<file path="src/rtl/nanotrade_pkg.sv">
// Shared encodings for the nanotrade circuit-breaker path: breaker modes,
// ML result classes and the countdown width.
package nanotrade_pkg;

  localparam int CD_W = 9;

  typedef enum logic [1:0] {
    CB_NORMAL   = 2'b00,
    CB_THROTTLE = 2'b01,
    CB_WIDEN    = 2'b10,
    CB_PAUSE    = 2'b11
  } cb_mode_e;

  typedef enum logic [2:0] {
    ML_NORMAL          = 3'd0,
    ML_FLASH_CRASH     = 3'd3,
    ML_ORDER_IMBALANCE = 3'd4,
    ML_QUOTE_STUFFING  = 3'd5
  } ml_class_e;

  // Mode encodings are not ordered by severity, so rank them explicitly.
  function automatic logic [1:0] cb_severity(input cb_mode_e m);
    case (m)
      CB_PAUSE:    cb_severity = 2'd3;
      CB_THROTTLE: cb_severity = 2'd2;
      CB_WIDEN:    cb_severity = 2'd1;
      default:     cb_severity = 2'd0;
    endcase
  endfunction

endpackage

</file>
<file path="src/rtl/cb_confirm_filter.sv">
// Debounces ML results: qualifies them, counts consecutive same-class hits for
// THROTTLE/WIDEN, and blocks those classes during the post-self-heal holdoff.
module cb_confirm_filter
  import nanotrade_pkg::*;
#(
  parameter int CONF_MIN  = 16,
  parameter int CONFIRM_N = 2,
  parameter int HOLDOFF   = 8
) (
  input  logic       clk,
  input  logic       rst_n,
  input  logic       ml_valid,
  input  logic [2:0] ml_class,
  input  logic [7:0] ml_confidence,
  input  logic       host_clear,
  input  logic       mode_change,
  input  logic       heal,
  output logic       pause_hit,
  output logic       throttle_hit,
  output logic       widen_hit
);

  localparam int CW = $clog2(CONFIRM_N + 2);
  localparam int HW = $clog2(HOLDOFF + 2);
  localparam logic [CW-1:0] CNT_MAX   = CW'(CONFIRM_N);
  localparam logic [HW-1:0] HOLD_LOAD = HW'(HOLDOFF);
  localparam logic [7:0]    CONF_MIN_L = 8'(CONF_MIN);

  logic [CW-1:0] cnt_q, cnt_inc;
  logic [2:0]    cls_q;
  logic [HW-1:0] hold_q;
  logic          qual, is_pause, is_debounced, hold_active, confirmed;

  always_comb begin
    // Confidence 0 maps to a zero countdown, so it can never qualify.
    qual         = ml_valid && (ml_confidence >= CONF_MIN_L) && (ml_confidence != 8'd0);
    is_pause     = qual && (ml_class == ML_FLASH_CRASH);
    hold_active  = (hold_q != '0);
    is_debounced = qual && !hold_active &&
                   ((ml_class == ML_ORDER_IMBALANCE) || (ml_class == ML_QUOTE_STUFFING));
    if ((cnt_q != '0) && (ml_class == cls_q))
      cnt_inc = (cnt_q >= CNT_MAX) ? cnt_q : cnt_q + 1'b1;
    else
      cnt_inc = CW'(1);
    confirmed    = is_debounced && (cnt_inc >= CNT_MAX);
    pause_hit    = is_pause;
    throttle_hit = confirmed && (ml_class == ML_QUOTE_STUFFING);
    widen_hit    = confirmed && (ml_class == ML_ORDER_IMBALANCE);
  end

  always_ff @(posedge clk or negedge rst_n) begin
    if (!rst_n) begin
      cnt_q  <= '0;
      cls_q  <= ML_NORMAL;
      hold_q <= '0;
    end else begin
      if (host_clear || mode_change || (ml_valid && (ml_class == ML_NORMAL)) || is_pause) begin
        cnt_q <= '0;
      end else if (is_debounced) begin
        cnt_q <= cnt_inc;
        cls_q <= ml_class;
      end

      if (host_clear)       hold_q <= '0;
      else if (heal)        hold_q <= HOLD_LOAD;
      else if (hold_active) hold_q <= hold_q - 1'b1;
    end
  end

endmodule

</file>
<file path="src/rtl/cb_policy_engine.sv">
// Circuit-breaker mode FSM and countdown driven by ML anomaly results.
// Optional trip statistics counter enabled by defining CB_STATS_EN.
module cb_policy_engine
  import nanotrade_pkg::*;
#(
  parameter int CONF_MIN  = 16,
  parameter int CONFIRM_N = 2,
  parameter int HOLDOFF   = 8
) (
  input  logic            clk,
  input  logic            rst_n,
  input  logic            ml_valid,
  input  logic [2:0]      ml_class,
  input  logic [7:0]      ml_confidence,
  input  logic            host_clear,
  output logic [1:0]      cb_mode,
  output logic [3:0]      cb_param,
  output logic [CD_W-1:0] cb_countdown,
  output logic            cb_active,
  output logic [7:0]      trip_cnt
);

  cb_mode_e        mode_q, mode_d, req_mode;
  logic [3:0]      param_q, param_d, req_param;
  logic [CD_W-1:0] cd_q, cd_d, cd_new;
  logic            req_valid, heal, mode_change;
  logic            pause_hit, throttle_hit, widen_hit;

  cb_confirm_filter #(
    .CONF_MIN  (CONF_MIN),
    .CONFIRM_N (CONFIRM_N),
    .HOLDOFF   (HOLDOFF)
  ) u_filter (
    .clk           (clk),
    .rst_n         (rst_n),
    .ml_valid      (ml_valid),
    .ml_class      (ml_class),
    .ml_confidence (ml_confidence),
    .host_clear    (host_clear),
    .mode_change   (mode_change),
    .heal          (heal),
    .pause_hit     (pause_hit),
    .throttle_hit  (throttle_hit),
    .widen_hit     (widen_hit)
  );

  always_comb begin
    cd_new    = {ml_confidence, 1'b0};
    req_valid = pause_hit || throttle_hit || widen_hit;
    req_mode  = CB_NORMAL;
    req_param = 4'd0;
    if (pause_hit) begin
      req_mode = CB_PAUSE;
    end else if (throttle_hit) begin
      req_mode  = CB_THROTTLE;
      req_param = ml_confidence[7:4];
    end else if (widen_hit) begin
      req_mode  = CB_WIDEN;
      req_param = {1'b0, ml_confidence[7:5]};
    end

    mode_d  = mode_q;
    param_d = param_q;
    cd_d    = cd_q;
    heal    = 1'b0;
    if (host_clear || (ml_valid && (ml_class == ML_NORMAL))) begin
      mode_d  = CB_NORMAL;
      param_d = 4'd0;
      cd_d    = '0;
    end else if (req_valid && (cb_severity(req_mode) > cb_severity(mode_q))) begin
      mode_d  = req_mode;
      param_d = req_param;
      cd_d    = cd_new;
    end else if (req_valid && (req_mode == mode_q)) begin
      param_d = req_param;
      cd_d    = (cd_new > cd_q) ? cd_new : cd_q;
    end else if (mode_q != CB_NORMAL) begin
      // Self-heal on the edge the countdown reaches zero; this arms the holdoff.
      if (cd_q <= CD_W'(1)) begin
        mode_d  = CB_NORMAL;
        param_d = 4'd0;
        cd_d    = '0;
        heal    = 1'b1;
      end else begin
        cd_d = cd_q - 1'b1;
      end
    end
    mode_change = (mode_d != mode_q);
  end

  always_ff @(posedge clk or negedge rst_n) begin
    if (!rst_n) begin
      mode_q  <= CB_NORMAL;
      param_q <= 4'd0;
      cd_q    <= '0;
    end else begin
      mode_q  <= mode_d;
      param_q <= param_d;
      cd_q    <= cd_d;
    end
  end

  assign cb_mode      = mode_q;
  assign cb_param     = param_q;
  assign cb_countdown = cd_q;
  assign cb_active    = (mode_q != CB_NORMAL);

`ifdef CB_STATS_EN
  logic [7:0] trip_q;
  logic       trip;

  // Preemption counts as a new trip; a same-mode retrigger does not.
  assign trip = mode_change && (mode_d != CB_NORMAL);

  always_ff @(posedge clk or negedge rst_n) begin
    if (!rst_n)                         trip_q <= 8'd0;
    else if (trip && (trip_q != 8'hFF)) trip_q <= trip_q + 8'd1;
  end

  assign trip_cnt = trip_q;
`else
  assign trip_cnt = 8'd0;
`endif

endmodule

</file>
<file path="config.mk">
export PLATFORM = sky130hd
export DESIGN_NAME = cb_policy_engine
export DESIGN_NICKNAME = d
export VERILOG_FILES = /design/src/rtl/nanotrade_pkg.sv /design/src/rtl/cb_confirm_filter.sv /design/src/rtl/cb_policy_engine.sv
export SDC_FILE = /design/constraint.sdc
export NUM_CORES = 1
export LEC_CHECK = 0
export BUFFER_PORTS_ARGS = -buffer_cell sky130_fd_sc_hd__buf_2
export CAP_MARGIN = 10
export CORE_MARGIN = 1
export CORE_UTILIZATION = 60
export DETAILED_ROUTE_END_ITERATION = 10
export HOLD_SLACK_MARGIN = 0.12
export PLACE_DENSITY = 0.93
export SLEW_MARGIN = 15
export SYNTH_ARGS = -nofsm -noshare
export SYNTH_HDL_FRONTEND = slang
export SYNTH_HIERARCHICAL = 1
export SYNTH_SLANG_ARGS = --single-unit
</file>
<file path="constraint.sdc">
create_clock -name clk -period 13.1 [get_ports clk]
set_clock_uncertainty 0.2 [all_clocks]
set_input_delay 1.965 -clock clk [delete_from_list [all_inputs] [get_ports clk]]
set_output_delay 1.965 -clock clk [all_outputs]
set_load 0.03 [all_outputs]
</file>
==> flow_metrics.env <==
export IMPL_io_pin_count=39
export IMPL_yosysUniqueCellTypes=56
export IMPL_core_area_um2=3100
export IMPL_hold_buffers=0
export IMPL_ys_seq_elements=24
export IMPL_synth_async_sr_flop_share_pct=100
export IMPL_setup_viol=0
export IMPL_die_h_um=59.5
export IMPL_clk_path_buf_depth=2
export IMPL_slowest_delay_ns=0.58
export IMPL_cap_violations=0
export IMPL_clkSlewWorstSetupHoldPaths_ns=0.13
export IMPL_status="complete, no violations"
export IMPL_fin_tns_setup_ns=0
export IMPL_synth_top_area_cell="dfrtp_1"
export IMPL_final_util_pct=68.8
export IMPL_cts_buffers=3
export IMPL_p_switching_uw=58.5
export IMPL_synth_area_um2=1980
export IMPL_synth_avg_cell_area_um2=8.69
export IMPL_cts_tree="yes"
export IMPL_nets=282
export IMPL_fmaxAchievable_mhz=176
export IMPL_synthCells=228
export IMPL_syn_to_final_growth_pct=7.64
export IMPL_busiest_layer="met2"
export IMPL_yosys_warnings=6
export IMPL_post_drt_via_cell_ratio=5.76
export IMPL_synth_edf_count=0
export IMPL_drive_above_1_share_pct=22.6
export IMPL_p_comb_share_pct=30.0
export IMPL_powerDensity_nw_per_um2=85.5
export IMPL_route_detailed_drc=0
export IMPL_synthTopCellsByArea="dfrtp_1, ha_1, nor2_1"
export IMPL_dieWidth_um=59.5
export IMPL_final_hold_violation_count=0
export IMPL_fillers=290
export IMPL_wl_mm=4.14
export IMPL_clkSinkCount=24
export IMPL_drt_iter0_markers=109
export IMPL_vdd_ir_drop_max_v=0.0000508
export IMPL_cp_slowest_cell="nand2b_1"
export IMPL_critPathMaxFanout=20
export IMPL_start_util_pct=63.9
export IMPL_use_met3_pct=3.49
export IMPL_grt_ovfl_total=0
export IMPL_path_common_cell="nor2_1"
export IMPL_crit_type="in -> reg"
export IMPL_antenna_left=0
export IMPL_fin_crit_sh_pct=43.4
export IMPL_cts_root_buf="clkbuf_4"
export IMPL_critPathTopFamily="simple AND/OR/NAND/NOR gates"
export IMPL_rsz0062_at_grt="false"
export IMPL_drv_slew=0
export IMPL_cts_resized_gates=0
export IMPL_io_buffers=30
export IMPL_crit_chain="buf_2 > or4_1 > or4b_4 > nor4_4 > and3_1 > inv_1 > nor2_1 > nor2_1 > ha_1 > nor2b_1 > o221ai_2 > nand2b_1 > nor3_1 > a2111oi_0"
export IMPL_seqPwrFrac_pct=48.2
export IMPL_htree_levels=1
export IMPL_critPathLaunchType="input pin"
export IMPL_first_global_vias=1588
export IMPL_synth_top_area_share_pct=30.3
export IMPL_die_area_um2=3540
export IMPL_cp_arrival_ns=5.68
export IMPL_p_sw_share_pct=32.1
export IMPL_slew_headroom_pct=49.9
export IMPL_required_ns=13.10
export IMPL_grt_pass1_wl_mm=6.79
export IMPL_grtUsageTotal_pct=25.5
export IMPL_ys_flop_type="dfrtp_1"
export IMPL_met1_usage_pct=31.3
export IMPL_gp_congestion=0.904
export IMPL_leakagePower_nw=0.991
export IMPL_rows=20
export IMPL_p_clk_share_pct=21.8
export IMPL_end_kind="flop"
export IMPL_post_cts_buffers=0
export IMPL_ys_seq_area_share_pct=30.3
export IMPL_tightest_slew_ns=0.752
export IMPL_gr_usage_met2_pct=42.9
export IMPL_cp_num_buf_inv=2
export IMPL_drt_wirelength_per_cell_um=14.0
export IMPL_antennaDiodeCount=0
export IMPL_grt_max_degree=25
export IMPL_fin_crit_ns=5.68
export IMPL_antenna_found_initial=0
export IMPL_min_path_type="reg -> reg"
export IMPL_clk_latency_ns=0.33
export IMPL_vias=1705
export IMPL_intPower_uw=124
export IMPL_dp_hpwl_mm=3.25
export IMPL_firstDrtPassIters=4
-- cells by family after synthesis --
group | synth area share (%)
mux | 4.92
compound gates | 17.9
xor+xnor | 3.54
buf+inv | 9.47
fa+ha+maj | 8.84
other cells | 0.189
simple gates | 24.9
flops | 30.3
-- final timing paths --
path	start	cells past startpoint	slack, ns	endpoint
setup / recovery	ml_confidence[6]	14	7.42	u_filter/hold_q[1]
hold / removal	cb_param[3]	2	0.31	cb_param[3]
setup reg to reg	u_filter/hold_q[0]	15	8.21	u_filter/hold_q[1]
hold reg to reg	cb_param[3]	2	0.31	cb_param[3]
max in group asynchronous	rst_n	1	10.95	u_filter/cnt_q[0]
min in group asynchronous	rst_n	1	1.40	u_filter/hold_q[0]
-- power by group through the flow --
stage / logic, mW / clock network, mW / registers [mW]
5_1_grt: 0.0609 / 0.0438 / 0.0890
3_3_place_gp: 0.0523 / 0 / 0.0888
4_1_cts: 0.0548 / 0.0405 / 0.0880
6_report: 0.0547 / 0.0397 / 0.0879
2_1_floorplan: 0.0441 / 0 / 0.0881
3_5_place_dp: 0.0545 / 0 / 0.0896
-- cells in the final DEF (no fill, tap or decap), types with 2 or more instances in the layout --
cell,netlist,layout
mux2_2,6,6
o31ai_1,3,3
nor2_1,26,26
a211oi_1,3,3
and2_2,2,2
nand2_1,18,18
o221ai_1,2,2
or2_2,2,2
a22oi_1,4,4
buf_2,3,30
ha_1,14,14
clkbuf_4,0,3
inv_1,19,19
conb_1,1,8
xor2_1,2,2
xnor2_1,6,6
nand2b_1,5,5
a21oi_1,6,6
nor3_1,12,12
nor2b_1,3,3
and3_1,2,2
o21ai_0,11,11
mux2i_1,3,3
nor4_4,2,2
a32o_1,3,3
and4_2,2,2
dfrtp_1,24,24
nand3_1,4,4
a31oi_1,2,2
-- final cells by class --
cell class	instances	area (um^2)	share of cell area (%)
Clock buffer	4	36.3	1.70
Sequential cell	24	601	28.2
Inverter	19	71.3	3.34
Timing Repair Buffer	30	150	7.04
Tap cell	44	55.1	2.58
Multi-Input combinational cell	175	1220	57.2
-- synth_stat cells, types with 2 or more instances --
cell type	number
nor2_1	26
dfrtp_1	24
inv_1	19
nand2_1	18
ha_1	14
nor3_1	12
o21ai_0	11
buf_4	8
a21oi_1	6
mux2_2	6
xnor2_1	6
nand2b_1	5
a22oi_1	4
clkbuf_1	4
nand3_1	4
a211oi_1	3
a32o_1	3
buf_2	3
mux2i_1	3
nor2b_1	3
o31ai_1	3
a31oi_1	2
and2_2	2
and3_1	2
and4_2	2
nor4_4	2
o221ai_1	2
or2_2	2
xor2_1	2
-- metrics by stage --
stage / power, mW / instances / instance area (um^2) / hold slack (ns) / setup WS [ns]
floorplan: 0.132 / 235 / 2010 / 0.262 / 7.72
global placement: 0.141 / 292 / 2100 / 0.268 / 7.24
detailed placement: 0.144 / 292 / 2100 / 0.284 / 7.11
CTS: 0.183 / 296 / 2130 / 0.314 / 7.45
global route: 0.194 / 296 / 2130 / 0.332 / 7.00
finish: 0.182 / 296 / 2130 / 0.311 / 7.42
-- per-layer routing --
layer | share of wire [%] | up-vias | wire length, um
met1 | 44 | 796 | 1820
li1 | - | 847 | -
met5 | 0 | - | 0
met4 | 3.1 | 0 | 127
met2 | 50 | 46 | 2050
met3 | 3.3 | 16 | 137
-- worst min-delay path: cells and delay by family, from the launching register on --
kind,cells,cell delay [ns]
compound gates,1,0.06
flops,1,0.37
simple gates,1,0.05
-- flip-flops by register name, indices dropped and copies added (netlist names) --
register         count
cb_countdown         9
cb_mode              2
u_filter/cnt_q       2
cb_param             4
u_filter/cls_q       3
u_filter/hold_q      4
(Power assumes the default switching activity.)
